$ cat config.mk
export PLATFORM = sky130hd
export DESIGN_NAME = hsp_drain_arbiter
export DESIGN_NICKNAME = d
export VERILOG_FILES = /design/src/rtl/blastn_ctrl_pkg.sv /design/src/rtl/hsp_drain_arbiter_rr_grant.sv /design/src/rtl/hsp_drain_arbiter.sv
export SDC_FILE = /design/constraint.sdc
export NUM_CORES = 1
export LEC_CHECK = 0
export BUFFER_PORTS_ARGS = -buffer_cell sky130_fd_sc_hd__buf_4
export CORE_AREA = 8 8 82 99
export CTS_CLUSTER_SIZE = 16
export DETAILED_ROUTE_END_ITERATION = 8
export DIE_AREA = 0 0 90 107
export HOLD_SLACK_MARGIN = 0.1
export PLACE_DENSITY = 0.86
export SLEW_MARGIN = 25
export SYNTH_ARGS = -nofsm -noshare
export SYNTH_HDL_FRONTEND = slang
export SYNTH_SLANG_ARGS = --single-unit
export TNS_END_PERCENT = 30
$ cat constraint.sdc
create_clock -name array_clk -period 2.49 [get_ports array_clk]
set_input_delay 0.747 -clock array_clk [delete_from_list [all_inputs] [get_ports array_clk]]
set_output_delay 0.747 -clock array_clk [all_outputs]
set_load 0.02 [all_outputs]
$ cat src/rtl/blastn_ctrl_pkg.sv
// Shared control definitions for the Blastn array drain path: FSM encoding,
// default array geometry and the nucleotide codes used across the array.
package blastn_ctrl_pkg;

    localparam int NUM_UNITS_DEF      = 4;
    localparam int LENGTH_COUNTER_DEF = 8;

    localparam logic [2:0] NT_A = 3'b001;
    localparam logic [2:0] NT_G = 3'b010;
    localparam logic [2:0] NT_T = 3'b011;
    localparam logic [2:0] NT_C = 3'b100;

    typedef enum logic [2:0] {
        ST_IDLE    = 3'd0,
        ST_READ    = 3'd1,
        ST_WAIT    = 3'd2,
        ST_CAPTURE = 3'd3,
        ST_OUTPUT  = 3'd4
    } drain_state_t;

endpackage

$ cat src/rtl/hsp_drain_arbiter_rr_grant.sv
// Round-robin priority search: picks the first requester at or above rr_ptr, wrapping.
// Latency: purely combinational.
// Backpressure: none; result is a function of the current inputs only.
module rr_grant
    import blastn_ctrl_pkg::*;
#(
    parameter int NUM_UNITS = NUM_UNITS_DEF,
    parameter int IDX_W     = 2
) (
    input  logic [NUM_UNITS-1:0] req,
    input  logic [IDX_W-1:0]     rr_ptr,
    output logic                 grant_valid,
    output logic [IDX_W-1:0]     grant_idx
);

    int cand;

    // Walk offsets from farthest to nearest so the nearest requester wins.
    always_comb begin
        grant_valid = 1'b0;
        grant_idx   = '0;
        cand        = 0;
        for (int off = NUM_UNITS - 1; off >= 0; off--) begin
            cand = int'(rr_ptr) + off;
            if (cand >= NUM_UNITS) begin
                cand = cand - NUM_UNITS;
            end
            if (req[IDX_W'(cand)]) begin
                grant_valid = 1'b1;
                grant_idx   = IDX_W'(cand);
            end
        end
    end

endmodule

$ cat src/rtl/hsp_drain_arbiter.sv
// Drains NUM_UNITS Blastn_Unit summary FIFOs round-robin into one tagged record stream (HSP_FILTER_EN drops short hits).
// Latency: strobe 1 cycle after a non-empty unit is seen in IDLE, out_valid 4 cycles after; 5 cycles per record minimum.
// Backpressure: single-entry output held stable until out_ready; no unit is strobed while a record is held.
module hsp_drain_arbiter
    import blastn_ctrl_pkg::*;
#(
    parameter int NUM_UNITS      = NUM_UNITS_DEF,
    parameter int IDX_W          = 2,
    parameter int LENGTH_COUNTER = LENGTH_COUNTER_DEF,
    parameter int MIN_HIT_LENGTH = 4
) (
    input  logic                                array_clk,
    input  logic                                reset,
    input  logic [NUM_UNITS-1:0]                unit_empty,
    output logic [NUM_UNITS-1:0]                unit_read_HSP,
    input  logic [NUM_UNITS*LENGTH_COUNTER-1:0] unit_hit_inQ,
    input  logic [NUM_UNITS*LENGTH_COUNTER-1:0] unit_hit_inS,
    input  logic [NUM_UNITS*LENGTH_COUNTER-1:0] unit_hit_len,
    output logic                                out_valid,
    input  logic                                out_ready,
    output logic [IDX_W-1:0]                    out_unit,
    output logic [LENGTH_COUNTER-1:0]           out_hit_inQ,
    output logic [LENGTH_COUNTER-1:0]           out_hit_inS,
    output logic [LENGTH_COUNTER-1:0]           out_hit_len,
    output logic [15:0]                         hsp_count,
    output logic                                busy
`ifdef HSP_FILTER_EN
    ,
    output logic [15:0]                         drop_count
`endif
);

    if (IDX_W != $clog2(NUM_UNITS) || MIN_HIT_LENGTH < 1) begin : g_bad_cfg
        $error("hsp_drain_arbiter: IDX_W must equal clog2(NUM_UNITS) and MIN_HIT_LENGTH must be >= 1");
    end

    typedef struct packed {
        logic [LENGTH_COUNTER-1:0] q;
        logic [LENGTH_COUNTER-1:0] s;
        logic [LENGTH_COUNTER-1:0] len;
    } hit_rec_t;

    drain_state_t     state;
    logic [IDX_W-1:0] rr_ptr;
    logic [IDX_W-1:0] grant_idx;
    logic [IDX_W-1:0] next_ptr;
    logic             sel_vld;
    logic [IDX_W-1:0] sel_idx;
    hit_rec_t         cap_rec;
    hit_rec_t         out_rec;

    rr_grant #(
        .NUM_UNITS (NUM_UNITS),
        .IDX_W     (IDX_W)
    ) u_rr_grant (
        .req         (~unit_empty),
        .rr_ptr      (rr_ptr),
        .grant_valid (sel_vld),
        .grant_idx   (sel_idx)
    );

    always_comb begin
        cap_rec.q   = unit_hit_inQ[int'(grant_idx)*LENGTH_COUNTER +: LENGTH_COUNTER];
        cap_rec.s   = unit_hit_inS[int'(grant_idx)*LENGTH_COUNTER +: LENGTH_COUNTER];
        cap_rec.len = unit_hit_len[int'(grant_idx)*LENGTH_COUNTER +: LENGTH_COUNTER];
    end

    assign next_ptr = (grant_idx == IDX_W'(NUM_UNITS - 1)) ? '0 : grant_idx + 1'b1;

    // The strobe re-checks the live empty flag so a unit drained since the
    // grant is never popped; this is the only output not taken from a flop.
    always_comb begin
        unit_read_HSP = '0;
        if (state == ST_READ && !unit_empty[grant_idx]) begin
            unit_read_HSP[grant_idx] = 1'b1;
        end
    end

    assign out_hit_inQ = out_rec.q;
    assign out_hit_inS = out_rec.s;
    assign out_hit_len = out_rec.len;

    always_ff @(posedge array_clk) begin
        if (reset) begin
            state     <= ST_IDLE;
            rr_ptr    <= '0;
            grant_idx <= '0;
            out_valid <= 1'b0;
            out_unit  <= '0;
            out_rec   <= '0;
            hsp_count <= '0;
            busy      <= 1'b0;
`ifdef HSP_FILTER_EN
            drop_count <= '0;
`endif
        end else begin
            case (state)
                ST_IDLE: begin
                    if (sel_vld) begin
                        grant_idx <= sel_idx;
                        state     <= ST_READ;
                        busy      <= 1'b1;
                    end
                end
                ST_READ: begin
                    if (unit_empty[grant_idx]) begin
                        state <= ST_IDLE;
                        busy  <= 1'b0;
                    end else begin
                        state <= ST_WAIT;
                    end
                end
                ST_WAIT: begin
                    state <= ST_CAPTURE;
                end
                ST_CAPTURE: begin
                    rr_ptr <= next_ptr;
`ifdef HSP_FILTER_EN
                    if (int'(cap_rec.len) < MIN_HIT_LENGTH - 1) begin
                        if (drop_count != 16'hFFFF) begin
                            drop_count <= drop_count + 16'd1;
                        end
                        state <= ST_IDLE;
                        busy  <= 1'b0;
                    end else begin
                        out_rec   <= cap_rec;
                        out_unit  <= grant_idx;
                        out_valid <= 1'b1;
                        state     <= ST_OUTPUT;
                    end
`else
                    out_rec   <= cap_rec;
                    out_unit  <= grant_idx;
                    out_valid <= 1'b1;
                    state     <= ST_OUTPUT;
`endif
                end
                ST_OUTPUT: begin
                    if (out_ready) begin
                        out_valid <= 1'b0;
                        if (hsp_count != 16'hFFFF) begin
                            hsp_count <= hsp_count + 16'd1;
                        end
                        state <= ST_IDLE;
                        busy  <= 1'b0;
                    end
                end
                default: begin
                    state <= ST_IDLE;
                    busy  <= 1'b0;
                end
            endcase
        end
    end

endmodule

**Word-level counts from Yosys, hierarchy flattened**

Cells that the tools add are included.

- Bits in registers: 51
- Input bits: 103
- Word-level logic and storage cells: 93

- Add/sub/neg operators: 9
- Order comparisons: 10
- Equal/unequal tests: 9
- Shifts and indexed selects: 3
- Multiplexer cells: 39
- Bitwise gates (word level): 2
- Reduce and logical (&&, ||, !) cells: 11

Operator list:

| operator | number |
|---|---|
| $shiftx 32x6->8 | 3 |
| $mux 2 | 10 |
| $mux 1 | 17 |
| $add 16x1->16 const B | 1 |
| $lt 2x4->1 const B | 4 |
| $ne 16x16->1 const B | 1 |
| $pmux 3 s5 | 1 |
| $bmux 1 s2 | 5 |
| $ge 3x3->1 const B | 3 |
| $sub 2x1->2 const B | 4 |
| $add 2x2->3 const B | 2 |
| $eq 3x2->1 const B | 2 |
| $mux 3 | 2 |
| $reduce_and 2->1 | 3 |
| $mux 4 | 1 |
| $ne 2x2->1 const B | 2 |
| $not 4->4 | 1 |
| $pmux 1 s4 | 1 |
| $reduce_and 4->1 | 1 |
| $add 2x1->3 const B | 1 |
| $eq 3x1->1 const B | 1 |
| $eq 3x3->1 const B | 1 |
| $ge 2x3->1 const B | 1 |
| $logic_not 3->1 | 1 |
| 13 further kinds | 14 |

**Depth between registers and ports, before layout**

Gate-level depths: netlist of the first run.

- Word-level depth: 12
- Mapped depth: 6
- Mapped depth without buffers: 5

**Hierarchy**

A second synthesis of the first run with hierarchy kept.

- Cell total of the unflattened synthesis: 318
- Area total of the unflattened synthesis: 2,907.8 um^2

By module, submodules not included:

| module | instances | cells an instance | area each (um^2) |
|---|---|---|---|
| hsp_drain_arbiter | 1 | 305 | 2,830.2 |
| rr_grant | 1 | 13 | 77.6 |

**Worst setup path after synthesis of the first run**

No wires, ideal clock.

- Path kind: input port to output port
- Start point: in unit_empty[3]
- End point: out unit_read_HSP[0]
- Data arrival time: 1.753 ns
- Data required time: 1.743 ns
- Slack: -0.010 ns
- Cell stages on the path: 4
- Buffers on the path: 0
- Cell sequence: mux4_2 nand3b_1 nor2_1 and2_1

- Word-level cells in the longest chain between the ends: 5

RTL lines:

| element | RTL line | text |
|---|---|---|
| start, declared | hsp_drain_arbiter.sv:14 | `input logic [NUM_UNITS-1:0] unit_empty,` |
| $bmux 1 s2 | hsp_drain_arbiter.sv:74 | `if (state == ST_READ && !unit_empty[grant_idx]) begin` |
| $mux 1 (implied by the code) | hsp_drain_arbiter.sv:74 |  |
| $logic_not 1->1 | hsp_drain_arbiter.sv:74 |  |
| $logic_and 1x1->1 | hsp_drain_arbiter.sv:74 |  |
| $mux 4 | hsp_drain_arbiter.sv:74 |  |
| end, declared | hsp_drain_arbiter.sv:15 | `output logic [NUM_UNITS-1:0] unit_read_HSP,` |

Every way passes these cells. The select of a mux whose other input is x is not followed.

**Worst setup path after layout of the first run**

- Start point: in unit_empty[3]
- End point: out unit_read_HSP[2]

The elaborated chain is that of the path after synthesis.

==> results of run 1 <==
## cell usage in the layout, fill, tap and decap left out, drive strengths merged, types with 5 or more instances in the layout
cell	Yosys	final
buf	11	161
nand2	60	60
dfxtp	51	51
a21oi	40	40
mux4	25	25
nor2	18	18
mux2	9	9
nor2b	8	8
inv	7	7
nor3	7	7
clkbuf	11	7
nor4	6	6
nand3	6	6
ha	5	5
## worst reg2reg max path, cell delays in order, from the launching register on
cell      delay [ns]
dfxtp_1         0.61
and4bb_2        0.31
nand3_1         0.28
nor4_1          0.35
mux2_2          0.37
## power by group
| part | internal (mW) | total (mW) | switching [mW] |
|---|---|---|---|
| clock network | 0.198 | 0.459 | 0.261 |
| logic | 0.240 | 0.389 | 0.149 |
| registers | 0.834 | 0.852 | 0.0174 |
| total | 1.27 | 1.70 | 0.427 |
## Yosys cell counts, types with 2 or more instances
cell	instances
a211oi_1	2
a21oi_1	40
a31oi_1	2
and2_1	4
buf_1	4
buf_2	7
clkbuf_1	11
dfxtp_1	51
ha_1	5
inv_1	7
mux2_2	9
mux4_2	25
nand2_1	60
nand2b_1	4
nand3_1	6
nand3b_1	2
nor2_1	18
nor2b_1	8
nor3_1	6
nor4_1	6
o21ai_0	3
o31ai_1	4
or3_1	2
or4_1	3
## per-layer routing
| metal | share of wire | up-vias |
|---|---|---|
| li1 | - | 1400 |
| met1 | 0.35 | 1384 |
| met2 | 0.56 | 120 |
| met3 | 0.086 | 9 |
| met4 | 0.011 | 0 |
| met5 | 0 | - |
## sequential cells by signal, summed over array words and instances, names as in the netlist
name / flops
out_hit_len: 8
hsp_count: 16
out_hit_inQ: 8
rr_ptr: 2
state: 3
out_hit_inS: 8
out_unit: 2
out_valid: 1
busy: 1
grant_idx: 2
## cell type report
class                           count  share of cell area
Clock inverter                      1            0.001188
Timing Repair Buffer              161              0.2939
Clock buffer                        7             0.01811
Inverter                            7            0.006235
Multi-Input combinational cell    227              0.4121
Tap cell                           87             0.02583
Sequential cell                    51              0.2426
## metrics by stage
step                      hold slack (ns)  instances  TNS (ns)
after floorplan                    0.4752        307  -0.02790
after global placement             0.4432        533    -1.164
after detailed placement           0.4467        533    -1.204
after CTS                          0.4591        541    -1.014
after global routing               0.4772        541    -1.211
final                              0.4570        541   -0.8353
## cells by family after synthesis
family,synth area share
AND/OR/NAND/NOR,0.2283
AO/OA/AOI/OAI,0.1159
flip-flops,0.3570
multiplexers,0.2358
buffers and inverters,0.04112
adder cells (fa/ha/maj),0.02187
## worst paths after layout
path                       from          endpoint  slack, ns  cells after the start
setup / recovery  unit_empty[3]  unit_read_HSP[2]      -0.21                      6
hold / removal      out_unit[0]       out_unit[0]       0.46                      2
setup reg to reg       state[2]     hsp_count[14]       0.47                      4
hold reg to reg     out_unit[0]       out_unit[0]       0.46                      2
## what timing repair did
| action | in CTS | in global routing |
|---|---|---|
| pin swaps | 5 | 1 |
| hold buffers | 0 | 0 |
| resized for setup | 11 | 1 |
| setup endpoints to repair | 4 | 4 |
==> summary.md, run 1 <==
| Metric | Value |
|---|---|
| Count of final hold-check violations | `0` |
| Number of port buffers | `150` |
| Area grow syn2layout | `47.33%` |
| Ys async rst share | `0` |
| First-pass GRT wire length | `14340 um` |
| Vias in the first global route | `3083` |
| Synthesized net count | `415` |
| EDFF count, synth | `0` |
| Drt first pass iters | `4` |
| Fmax | `0.3700 GHz` |
| DP Area | `0.004091 sq mm` |
| Pwr Total | `1.699 mW` |
| CP max FO | `4` |
| All-Layer GR Usage | `0.1805` |
| Avg Inst Size Synth | `9.317 sq um` |
| GRT met3 Usage | `0.06778` |
| Met2 Use GR | `0.3498` |
| Antenna cells | `0` |
| Core Region | `0.006606 sq mm` |
| TritonCTS clock tree | `yes` |
| Synth warn | `0` |
| Gr busiest metal | `met2` |
| Most used cell, CP | `buf_6` |
| Dominant cell type by area after synthesis | `dfxtp_1` |
| Type of origin of the critical path | `primary input` |
| Status | `complete, but fails checks` |
| Root Buffer | `clkbuf_8` |
| Path type of the worst min-delay path | `reg -> reg` |
| Drt via density | `5.384` |
| Post-CTS Setup Bufs | `0` |
| Clk_lat worst skew | `0.30 ns` |
| #FFs+latches synth | `51` |
| CTS clk-pin slew, worst paths | `0.08 ns` |
| RSZ-0062 raised after global routing | `true` |
| Top Ports | `151` |
| Post-synthesis cell area | `0.002860 sq mm` |
| Critical path buffers and inverters | `2` |
| Slew HR | `0.5990` |
| Footprint of the multi-input gates | `0.001737 sq mm` |
| Max stage delay on crit path | `0.47 ns` |
| Cell breakdown of the critical path | `buf_6, mux4_2, nand3b_1, nor2_4, and2_1, buf_6` |
| Pwr Density | `403.2 mW/mm^2` |
| GPL Wtd Cong | `0.8565` |
| Violated checks | `negative setup slack` |
| Finished Core Util | `0.6379` |
| Maximum capacitance violations | `0` |
| Die height | `107 um` |
| Detailed Route Iter0 Violations | `171` |
| Post-Route Skew | `0.008349 ns` |
| Routed Antenna Nets | `0` |
| Synth Instances | `307` |
| DRC errors left | `0` |
| Crit. End Element | `primary output` |
| Clock sinks | `51` |
| Yosys cell types | `42` |
| DIE AREA | `0.009630 sq mm` |
| Row count | `33` |
| Filler Cells Inserted | `557` |
| Starting Density | `0.4330` |
| Grt met1 use | `0.1725` |
| Synth top area cells | `dfxtp_1 (36%), mux4_2 (20%), nand2_1 (7.9%)` |
| CP top delay family | `simple AND/OR/NAND/NOR gates` |
| Largest net degree at the start of global routing | `62` |
| Post-DP HPWL | `7030 um` |
| Post-synth top area share | `0.3570` |
| Seq/Total Area, Yosys | `0.3570` |
| Setup ws final | `-0.2130 ns` |
| CP max stage cell | `mux4_2` |
| Initial antenna violation count | `0` |
| TritonCTS Buffers | `5` |
| DR vias | `2913` |
| Die width | `90 um` |
| Register area | `0.001022 sq mm` |
| Max Buffers Root-to-Sink | `2` |
| Kind of critical path | `in -> out` |
| Main synth FF type | `dfxtp_1` |
| Tcrit/Tclk final | `1.086` |
| Grt total ovfl | `0` |
| Required @ worst endpoint | `1.74 ns` |
| Fraction of layout cells with a size suffix above 1 | `0.4670` |
| Worst slew pin tran | `0.6016 ns` |
| Max-slew violations | `0` |
| Worst slack, placed | `-0.3189 ns` |
| Cell area after layout | `0.004214 sq mm` |
| IR Drop Worst-Case VDD | `208.9 uV` |
| Worst Path Arrival | `1.96 ns` |
| Setup-failing EPs final | `4` |
| WL per Instance | `16.29 um` |
| Leak | `1.705 nW` |
| Final WL | `8812 um` |
| Minimum clock period | `2.703 ns` |
| Nets | `561` |
| Max H-tree Level | `2` |
No activity file was read; power rests on OpenSTA's default activity.
==> inputs of run 2 (changes only) <==
--- a/config.mk
+++ b/config.mk
@@ -7,6 +7,7 @@
 export LEC_CHECK = 0
 export BUFFER_PORTS_ARGS = -buffer_cell sky130_fd_sc_hd__buf_4
 export CORE_AREA = 8 8 82 99
+export CTS_BUF_LIST = sky130_fd_sc_hd__clkbuf_16
 export CTS_CLUSTER_SIZE = 16
 export DETAILED_ROUTE_END_ITERATION = 8
 export DIE_AREA = 0 0 90 107
==> constraint.sdc (replaced) <==
create_clock -name array_clk -period 2.49 [get_ports array_clk]
set_input_delay 0.747 -clock array_clk [delete_from_list [all_inputs] [get_ports array_clk]]
set_output_delay 0.747 -clock array_clk [all_outputs]
set_load 0.005 [all_outputs]
==> run 2 against run 1 <==
- the flow still finishes with violations (negative setup slack)
- hold slack got worse by 0.0019 ns
- setup slack got worse by 0.036 ns
- combinational power decreased by 4%
- fmax decreased by 1.3%
- global-route usage increased by 0.073 points
- clock-buffer cell count decreased by 2
- total power increased by 9.9%
- core utilization increased by 0.91 points
- clock power increased by 39%
- register-to-register slack improved by 0.03 ns
- clock skew decreased by 0.0012 ns
- flip-flop and latch count unchanged
==> summary.md, run 2 (synthesis gave the netlist of run 1 again) <==
| Metric | Value |
|---|---|
| Top Ports | `151 (unchanged)` |
| IR Drop Worst-Case VDD | `263.4 uV (+26%)` |
| Slew HR | `0.4939 (-0.1050)` |
| Antenna cells | `0 (unchanged)` |
| Drt via density | `5.424 (+0.74%)` |
| Routed Antenna Nets | `0 (unchanged)` |
| Detailed Route Iter0 Violations | `179 (+4.7%)` |
| DRC errors left | `0 (unchanged)` |
| Row count | `33 (unchanged)` |
| TritonCTS clock tree | `yes` |
| Most common cell after layout, fill and taps aside | `buf_4` |
| Largest net degree at the start of global routing | `62 (unchanged)` |
| Root Buffer | `clkbuf_16` |
| Most used cell, CP | `buf_6` |
| Leak | `1.737 nW (+1.8%)` |
| TritonCTS Buffers | `5 (unchanged)` |
| Vias in the first global route | `3209 (+4.1%)` |
| Pwr Total | `1.868 mW (+9.9%)` |
| Final WL | `9124 um (+3.5%)` |
| Grt total ovfl | `0 (unchanged)` |
| RSZ-0062 raised after global routing | `true` |
| DR vias | `2940 (+0.93%)` |
| Most frequent cells in the layout | `buf_4 (157), nand2_1 (60), dfxtp_1 (50), a21oi_1 (40), mux4_2 (25)` |
| Clock sinks | `51 (unchanged)` |
| Cell breakdown of the critical path | `buf_6, mux4_2, nand3b_1, nor2_4, and2_4, buf_6` |
| DIE AREA | `0.009630 sq mm (unchanged)` |
| Required @ worst endpoint | `1.74 ns (about the same)` |
| Die height | `107 um (unchanged)` |
| Setup TNS | `-0.9597 ns (-0.1245 ns)` |
| CP max FO | `4 (unchanged)` |
| Crit. End Element | `primary output` |
| Core Region | `0.006606 sq mm (unchanged)` |
| Initial antenna violation count | `0 (unchanged)` |
| Violated checks | `negative setup slack` |
| Max H-tree Level | `2 (unchanged)` |
| Largest register FFs | `16 (unchanged)` |
| Status | `complete, but fails checks` |
| Drt first pass iters | `4 (unchanged)` |
| Number of port buffers | `150 (unchanged)` |
| Largest reg by FF count | `hsp_count` |
| Minimum clock period | `2.739 ns (+0.03615 ns)` |
| Die width | `90 um (unchanged)` |
| Count of final hold-check violations | `0 (unchanged)` |
| Type of origin of the critical path | `primary input` |
| Max Buffers Root-to-Sink | `2 (unchanged)` |
| Maximum capacitance violations | `0 (unchanged)` |
| Setup-failing EPs final | `4 (unchanged)` |
| Pwr Density | `436.9 mW/mm^2 (+8.4%)` |
| Path type of the worst min-delay path | `reg -> reg` |
| CTS clk-pin slew, worst paths | `0.06 ns (-0.02 ns)` |
| Max-slew violations | `0 (unchanged)` |
| Starting Density | `0.4330 (unchanged)` |
| All-Layer GR Usage | `0.1813 (+0.0007296)` |
| Filler Cells Inserted | `547 (-1.8%)` |
| Worst slew pin tran | `0.7522 ns (+0.1506 ns)` |
| Fraction of layout cells with a size suffix above 1 | `0.4703 (+0.003369)` |
| Max stage delay on crit path | `0.47 ns (about the same)` |
| Fmax | `0.3651 GHz (-1.3%)` |
| Kind of critical path | `in -> out` |
| Clk_lat worst skew | `0.28 ns (-0.02 ns)` |
| Post-Route Skew | `0.007197 ns (-0.001152 ns)` |
| Post-DP HPWL | `7126 um (+1.4%)` |
| Setup ws final | `-0.2491 ns (-0.03615 ns)` |
| Area grow syn2layout | `49.43%` |
| CP max stage cell | `mux4_2` |
| WL per Instance | `16.83 um (+3.3%)` |
| GPL Wtd Cong | `0.8141 (-5.0%)` |
| Tcrit/Tclk final | `1.100 (+0.01452)` |
| CTS Hold Bufs | `0 (unchanged)` |
| Worst Path Arrival | `1.99 ns (+0.03 ns)` |
| Nets | `563 (+0.36%)` |
| First-pass GRT wire length | `14620 um (+2.0%)` |
run 2: timing repair:
| item | in CTS | in global routing |
|---|---|---|
| endpoints found under the setup margin | 4 | 4 |
| gates cloned | 0 | 0 |
| gates resized for setup | 10 | 0 |
| pin swaps | 5 | 4 |
| setup buffers | 1 | 1 |
run 2: cell type report:
type,count,area [sq um],area share
clock inverters,2,8.758,0.002049
clock buffers,5,125.1,0.02927
multi-input cells,227,1737,0.4063
inverters,7,26.28,0.006148
flip-flops and latches,51,1022,0.2392
repair buffers,163,1246,0.2916
well taps,87,108.9,0.02547
run 2: worst paths after layout:
kind	startpoint	slack [ns]	cells past startpoint	endpoint
hold reg to reg	out_hit_inS[1]	0.46	2	out_hit_inS[1]
setup reg to reg	state[2]	0.50	4	hsp_count[14]
hold / removal	out_hit_inS[1]	0.46	2	out_hit_inS[1]
setup / recovery	unit_empty[3]	-0.25	6	unit_read_HSP[1]
run 2: where the power goes:
part | leakage, nW | internal (mW) | switching, mW | total (mW)
registers | 0.413 | 0.835 | 0.0176 | 0.853
clock network | 0.0671 | 0.362 | 0.278 | 0.640
logic | 1.26 | 0.240 | 0.135 | 0.375
run 2: through the flow:
step | area [sq um] | instances | worst slack [ns] | util | hold slack, ns
final | 4274 | 542 | -0.2491 | 0.6470 | 0.4551
after global routing | 4274 | 542 | -0.2965 | 0.6470 | 0.4746
after CTS | 4267 | 541 | -0.2383 | 0.6458 | 0.4588
after detailed placement | 4090 | 533 | -0.3328 | 0.6191 | 0.4502
after global placement | 4090 | 533 | -0.2506 | 0.6191 | 0.4433
after floorplan | 2860 | 307 | 0.09070 | - | 0.4527
run 2: routing by layer:
metal,share of wire,track usage
met5,0,0
met2,0.55,0.3509
met4,0.014,0.05840
met3,0.079,0.06219
met1,0.36,0.1754
run 2: critical path, delay by kind of cell:
kind	cells	cell delay (ns)
buf+inv	2	0.19
mux	1	0.47
simple gates	3	0.59
